## src/rtl/arbitro_rr_4a1_pkg.sv

```systemverilog
// Shared types and constants for the 4:1 round-robin arbiter.
// Holds the FSM encoding, the source count and the word-counter width.
package arbitro_rr_4a1_pkg;

   typedef enum logic [1:0] {
      IDLE  = 2'd0,
      SERVE = 2'd1,
      STALL = 2'd2
   } state_t;

   localparam int NUM_FIFOS = 4;
   localparam int CUENTA_W  = 5;

   function automatic logic [NUM_FIFOS-1:0] onehot4(input logic [1:0] idx);
      return 4'b0001 << idx;
   endfunction

endpackage

```

## src/rtl/arbitro_rr_4a1_if.sv

```systemverilog
// FIFO-side bundle of the arbiter: four show-ahead sources in, one downstream FIFO out.
// The arbiter uses the slave modport; whoever models the FIFOs uses master.
interface arbitro_rr_4a1_if
   import arbitro_rr_4a1_pkg::*;
#(
   parameter int WORD_SIZE = 12
);
   logic [NUM_FIFOS*WORD_SIZE-1:0] data_in;
   logic [NUM_FIFOS-1:0]           fifos_empty;
   logic                           fifo_almost_full;
   logic [NUM_FIFOS-1:0]           pop;
   logic                           push;
   logic [WORD_SIZE-1:0]           data_out;
   logic [1:0]                     grant;
   logic                           idle;
   logic [CUENTA_W-1:0]            cuenta;

   modport slave (
      input  data_in, fifos_empty, fifo_almost_full,
      output pop, push, data_out, grant, idle, cuenta
   );

   modport master (
      output data_in, fifos_empty, fifo_almost_full,
      input  pop, push, data_out, grant, idle, cuenta
   );
endinterface

```

## src/rtl/arbitro_rr_4a1_sel.sv

```systemverilog
// Rotate-priority selector: first eligible source scanning upward from rr_ptr, modulo 4.
module arbitro_rr_4a1_sel
   import arbitro_rr_4a1_pkg::*;
(
   input  logic [NUM_FIFOS-1:0] eligible,
   input  logic [1:0]           rr_ptr,
   output logic [1:0]           sel,
   output logic                 any
);
   logic [1:0] idx;

   // Scan from the farthest offset down so the closest eligible source wins last.
   always_comb begin
      sel = rr_ptr;
      any = 1'b0;
      idx = rr_ptr;
      for (int k = NUM_FIFOS - 1; k >= 0; k--) begin
         idx = rr_ptr + 2'(k);
         if (eligible[idx]) begin
            sel = idx;
            any = 1'b1;
         end
      end
   end
endmodule

```

## src/rtl/arbitro_rr_4a1.sv

```systemverilog
// 4:1 round-robin arbiter draining four input FIFOs into one downstream FIFO,
// with per-grant bursts, almost-full stall and a wrapping count of forwarded words.
module arbitro_rr_4a1
   import arbitro_rr_4a1_pkg::*;
#(
   parameter int WORD_SIZE = 12,
   parameter int BURST     = 4
)(
   input logic              clk,
   input logic              reset,
   arbitro_rr_4a1_if.slave  bus
);
   // state | meaning
   // IDLE  | no input FIFO holds data
   // SERVE | popping the granted FIFO
   // STALL | data waiting but downstream almost full; grant/burst/rr_ptr frozen

   localparam logic [3:0] BURST_C = 4'(BURST);

   state_t                state, state_nx;
   logic [1:0]            grant, rr_ptr, scan_ptr, sel, sel_scan;
   logic [3:0]            burst_cnt, burst_nx;
   logic [NUM_FIFOS-1:0]  eligible;
   logic                  any_scan, keep, take;
   logic                  push_r;
   logic [WORD_SIZE-1:0]  data_r;
   logic [CUENTA_W-1:0]   cuenta_r;

   assign eligible = ~bus.fifos_empty;
   assign keep     = eligible[grant] && (burst_cnt < BURST_C);
   // A drained grant scans from grant+1 this very cycle, so no bubble waits on rr_ptr.
   assign scan_ptr = eligible[grant] ? rr_ptr : grant + 2'd1;

   arbitro_rr_4a1_sel u_sel (
      .eligible (eligible),
      .rr_ptr   (scan_ptr),
      .sel      (sel_scan),
      .any      (any_scan)
   );

   assign sel      = keep ? grant : sel_scan;
   assign take     = any_scan && !bus.fifo_almost_full;
   assign burst_nx = keep ? burst_cnt + 4'd1 : 4'd1;

   always_ff @(posedge clk or posedge reset) begin
      if (reset) begin
         state <= IDLE;
      end else begin
         state <= state_nx;
      end
   end

   always_comb begin
      state_nx = state;
      case (state)
         IDLE: begin
            if (any_scan) state_nx = bus.fifo_almost_full ? STALL : SERVE;
         end
         SERVE, STALL: begin
            if (!any_scan)                 state_nx = IDLE;
            else if (bus.fifo_almost_full) state_nx = STALL;
            else                           state_nx = SERVE;
         end
         default: state_nx = IDLE;
      endcase
   end

   always_ff @(posedge clk or posedge reset) begin
      if (reset) begin
         grant     <= 2'd0;
         rr_ptr    <= 2'd0;
         burst_cnt <= 4'd0;
         push_r    <= 1'b0;
         data_r    <= '0;
      end else begin
         push_r <= take;
         if (take) begin
            grant     <= sel;
            burst_cnt <= burst_nx;
            data_r    <= bus.data_in[int'(sel)*WORD_SIZE +: WORD_SIZE];
         end
         if (take && burst_nx == BURST_C) begin
            rr_ptr <= sel + 2'd1;
         end else if (!eligible[grant]) begin
            rr_ptr <= grant + 2'd1;
         end
      end
   end

   always_ff @(posedge clk or posedge reset) begin
      if (reset) begin
         cuenta_r <= '0;
      end else if (push_r) begin
         cuenta_r <= cuenta_r + 1'b1;
      end
   end

   assign bus.pop      = (take && !reset) ? onehot4(sel) : '0;
   assign bus.push     = push_r;
   assign bus.data_out = data_r;
   assign bus.grant    = grant;
   assign bus.idle     = (state == IDLE) && !push_r;
   assign bus.cuenta   = cuenta_r;
endmodule

```

## src/flat_wrapper.sv

```systemverilog
// flat-port wrapper written by rule: the top's interface ports become plain ports
module arbitro_rr_4a1_flat import arbitro_rr_4a1_pkg::*;
#(
   parameter int WORD_SIZE = 12,
   parameter int BURST     = 4
)
  (clk, reset, bus_data_in, bus_fifos_empty, bus_fifo_almost_full, bus_pop, bus_push, bus_data_out, bus_grant, bus_idle, bus_cuenta);
  arbitro_rr_4a1_if #(.WORD_SIZE(WORD_SIZE)) bus_i ();
  input logic clk;
  input logic reset;
  input wire logic [$bits(bus_i.data_in)-1:0] bus_data_in;
  input wire logic [$bits(bus_i.fifos_empty)-1:0] bus_fifos_empty;
  input wire logic [$bits(bus_i.fifo_almost_full)-1:0] bus_fifo_almost_full;
  output wire logic [$bits(bus_i.pop)-1:0] bus_pop;
  output wire logic [$bits(bus_i.push)-1:0] bus_push;
  output wire logic [$bits(bus_i.data_out)-1:0] bus_data_out;
  output wire logic [$bits(bus_i.grant)-1:0] bus_grant;
  output wire logic [$bits(bus_i.idle)-1:0] bus_idle;
  output wire logic [$bits(bus_i.cuenta)-1:0] bus_cuenta;
  assign bus_i.data_in = bus_data_in;
  assign bus_i.fifos_empty = bus_fifos_empty;
  assign bus_i.fifo_almost_full = bus_fifo_almost_full;
  assign bus_pop = bus_i.pop;
  assign bus_push = bus_i.push;
  assign bus_data_out = bus_i.data_out;
  assign bus_grant = bus_i.grant;
  assign bus_idle = bus_i.idle;
  assign bus_cuenta = bus_i.cuenta;
  arbitro_rr_4a1 #(.WORD_SIZE(WORD_SIZE), .BURST(BURST)) u_core (.clk(clk), .reset(reset), .bus(bus_i));
endmodule
```

## config.mk

```make
export PLATFORM = sky130hd
export DESIGN_NAME = arbitro_rr_4a1_flat
export DESIGN_NICKNAME = d
export VERILOG_FILES = /design/src/rtl/arbitro_rr_4a1_pkg.sv /design/src/rtl/arbitro_rr_4a1_if.sv /design/src/rtl/arbitro_rr_4a1_sel.sv /design/src/rtl/arbitro_rr_4a1.sv /design/src/flat_wrapper.sv
export SDC_FILE = /design/constraint.sdc
export NUM_CORES = 1
export LEC_CHECK = 0
export CORE_ASPECT_RATIO = 1.25
export CORE_UTILIZATION = 47
export CTS_CLUSTER_DIAMETER = 100
export CTS_CLUSTER_SIZE = 40
export DETAILED_ROUTE_END_ITERATION = 16
export PLACE_DENSITY = 0.93
export SYNTH_ARGS = -nofsm -noshare
export SYNTH_HDL_FRONTEND = slang
export SYNTH_SLANG_ARGS = --single-unit
```

## constraint.sdc

```tcl
create_clock -name clk -period 5.1 [get_ports clk]
set_input_delay 1.275 -clock clk [delete_from_list [all_inputs] [get_ports clk]]
set_output_delay 1.275 -clock clk [all_outputs]
set_load 0.02 [all_outputs]
```

==> results of run 1 <==
worst max-delay path, cell delays in order:
cell	delay [ns]
clkdlybuf4s50_1	0.49
nor2b_2	0.20
or4_1	0.53
o311ai_2	0.12
a31oi_4	0.14
nand2_4	0.11
inv_2	0.07
ha_1	0.19
and3_1	0.16
dlygate4sd2_1	0.32
per-stage QoR:
| stage | hold slack, ns | instances | total power (W) | setup WS [ns] |
|---|---|---|---|---|
| floorplan | 0.4508 | 212 | 0.001317 | 0.6338 |
| global placement | 0.4630 | 351 | 0.001677 | 0.03839 |
| detailed placement | 0.4711 | 351 | 0.001711 | 0.01003 |
| CTS | 0.4838 | 355 | 0.001847 | 0.008498 |
| global route | 0.5077 | 355 | 0.001985 | 0.1007 |
| finish | 0.4823 | 355 | 0.001854 | 0.2052 |
metal layers:
metal / vias to the layer above / track usage
li1: 958 / -
met1: 940 / 0.3051
met2: 82 / 0.4324
met3: 11 / 0.03226
met4: 0 / 0.08081
met5: - / 0
power by group through the flow:
| stage | logic [W] | clock network (W) | registers [W] |
|---|---|---|---|
| 2_1_floorplan | 0.000834 | 0 | 0.000483 |
| 3_3_place_gp | 0.00126 | 0 | 0.000421 |
| 3_5_place_dp | 0.00129 | 0 | 0.000422 |
| 4_1_cts | 0.00129 | 0.000139 | 0.000419 |
| 5_1_grt | 0.00140 | 0.000151 | 0.000434 |
| 6_report | 0.00129 | 0.000141 | 0.000421 |
layout by cell type (no fill, tap or decap), types with 2 or more instances in the layout:
cell             Yosys  layout
clkdlybuf4s50_1      0      75
dfrtp_1             28      28
and3_1              24      24
nand2_1             23      23
buf_4                2      19
a211oi_2            13      13
a211oi_1            11      11
inv_1                9       9
nor2_1               8       8
o31ai_1              7       7
a21oi_1              6       6
o21ai_0              5       5
ha_1                 5       5
nor2b_1              4       4
o31ai_2              4       4
clkbuf_8             0       4
nand2b_1             3       3
mux2i_1              3       3
nor3_1               3       3
xnor2_1              3       3
nor4_1               3       3
or2_1                2       2
or4_1                2       2
a21o_1               2       2
nand3_1              2       2
nand4_1              2       2
a32o_1               2       2
dlymetal6s2s_1       0       2
dlygate4sd2_1        0       2
layout make-up:
type                       count  area, um2
timing repair buffer          98      935.9
sequential                    28      700.7
inverter                      11      46.29
tap                           56      70.07
fill                         295       1135
clock buffer                   4      55.05
multi-input combinational    158       1189
Yosys cell counts (2+ instances only):
| cell type | instances |
|---|---|
| nand3_1 | 2 |
| mux2i_1 | 3 |
| clkbuf_1 | 5 |
| o31ai_1 | 7 |
| buf_2 | 3 |
| nor4_1 | 3 |
| nor3_1 | 3 |
| dfrtp_1 | 28 |
| a211oi_1 | 11 |
| nand2b_1 | 3 |
| or4_1 | 2 |
| nor2_1 | 8 |
| a211oi_2 | 13 |
| a21o_1 | 2 |
| or2_1 | 2 |
| nand2_1 | 23 |
| buf_6 | 3 |
| ha_1 | 5 |
| buf_8 | 2 |
| o21ai_0 | 5 |
| nor2b_1 | 4 |
| and3_1 | 24 |
| a21oi_1 | 6 |
| a32o_1 | 2 |
| inv_1 | 9 |
| buf_4 | 2 |
| xnor2_1 | 3 |
| o31ai_2 | 4 |
| nand4_1 | 2 |
sequential cells by signal, summed over array words and instances, names as in the netlist:
name and count:
u_core.burst_cnt 4, u_core.bus.cuenta 5, u_core.bus.data_out 12, u_core.bus.grant 2
u_core.bus.push 1, u_core.rr_ptr 2, u_core.state 2
cell families (layout without fill, tap and decap cells):
kind of cell	after synthesis	after routing	share of synthesized area
AOI/OAI and AO/OA	61	61	0.2853
adders and majority gates	5	5	0.03054
and+or+nand+nor	84	84	0.2272
buffers and inverters	26	113	0.07757
xor gates and xnor gates	4	4	0.01711
DFF	28	28	0.3421
muxes	4	4	0.02016
worst paths after layout:
path | from | end
max in group asynchronous | reset | u_core.bus.push
setup / recovery | bus_fifos_empty[2] | bus_pop[3]
hold reg to reg | u_core.bus.cuenta[4] | u_core.bus.cuenta[4]
min in group asynchronous | reset | u_core.burst_cnt[2]
hold / removal | u_core.bus.cuenta[4] | u_core.bus.cuenta[4]
setup reg to reg | u_core.bus.grant[1] | u_core.bus.data_out[5]
timing repair:
item	in CTS	in global routing
pin swaps	0	0
gates resized for setup	2	2
setup endpoints to repair	2	2
==> key figures, run 1 <==
Cells and area
  • P&R area growth vs syn: 46.30%
  • Finished Cell Area: 2997 um2
  • Final core occ: 0.7253
  • Ant diodes: 0
  • # nets final: 360
  • Ratio of cells with drive above 1 in the final layout: 0.1806

Pwr
  • Comb power frac: 0.697
  • Sequential power share: 0.227
  • Leak pwr: 1.330 nW
  • Net Sw Power: 0.0008613 W
  • Sw Ratio: 0.4646
  • Int Pwr: 0.0009925 W
  • Worst vdd ir: 0.3004 mV
  • Clock Power Share: 0.076
  • Power density cells: 618.6 nW/um2

Clocking
  • Hold_buf cts: 0
  • Clock Path Buffers: 2
  • CTS Buf Count: 3
  • # H-tree levels: 1
  • CTS tree: done
  • Clock slew at reported path FFs: 0.09 ns
  • Clock root buffer: clkbuf_8
  • Clk Latency, worst-skew pair: 0.28 ns
  • Setup bufs post-CTS: 0
  • Clk sinks: 28

Floorplan
  • Die Y: 75.81 um
  • # rows: 26
  • Initial core utilization: 0.4958
  • Core ar.: 4131 um2
  • # IOs: 80
  • DIE WIDTH: 61.05 um
  • Die area: 4628 um2

Synth
  • Yosys cell types: 52
  • Main area contributors after synthesis: dfrtp_1 (34%), a211oi_2 (7.9%), and3_1 (7.3%)
  • Seq/Total Area, Yosys: 0.3421
  • YS warnings: 0
  • Post-synth EDFFs: 0
  • Avg Cell Area, Syn: 9.661 um2
  • Syn nets: 272
  • Largest area contributor in the netlist: dfrtp_1
  • Proportion of netlist area held by the largest area contributor: 0.3421
  • Synth Register Bits: 28
  • Main synth FF type: dfrtp_1
  • Cell count after synthesis: 212
  • Post-synth ARST share: 1.000
  • Cell Area, Synth: 2048 um2

Timing
  • Slew HR: 0.6660
  • Worst slew pin tran: 0.5010 ns
  • F_max: 0.2043 GHz
  • Slew Viols, Final: 0
  • Setup TNS: 0 ns
  • Post-route minimum period: 4.895 ns
  • Final Hold Fails: 0
  • RSZ-0062 raised after global routing: false
  • Layout Skew: 0.003119 ns
  • Final setup viols: 0
  • Period utilization: 0.9598

Critical path
  • Worst EP required: 3.83 ns
  • Crit path DAT: 3.62 ns
  • WS Path Type: in -> out
  • R2R depth: 8
  • CP Launch Type: input port
  • Flop2flop setup slack: 2.52 ns
  • Crit-path max FO: 6
  • Worst setup EP type: primary output

Place
  • Final GP Congestion: 0.8408
  • PortBufs: 79
  • DPL Wire Length: 4125 um
  • Area post-placement: 2939 um2

GRT
  • Global Route Usage Sum: 0.2451
  • Initial antenna violation count: 0
  • Vias in the first global route: 1868
  • Largest net degree at the start of global routing: 29
  • First-pass GRT wire length: 8418 um
  • GRT Residual Overflow: 0

Drt
  • Metal3 WL: 324 um
  • Drt drc: 0
  • Routed vias: 1991
  • Met1 Wirelength: 2255 um
  • ANT nets after route: 0
  • Met2 Wirelength: 2617 um
  • Uppermost layer routed: met4
  • Wire length per cell: 14.98 um
  • First drt pass iteration count: 4
  • Initial DRC count: 79
  • Drt total wl: 5318 um
  • Avg Vias per Cell: 5.608

Hold path
  • HP Class: reg -> reg
  • Number of cells on the worst hold path: 1

Flow run
  • Max Cap Viol: 0

Run status
  • Outcome: completed
No activity file was read; power rests on OpenSTA's default activity.
==> inputs of run 2 (changes only) <==
Settings changed: CTS_CLUSTER_DIAMETER 100 to default.
==> results of run 2 <==
Final layout, timing and power as in run 1 (identical DEF).
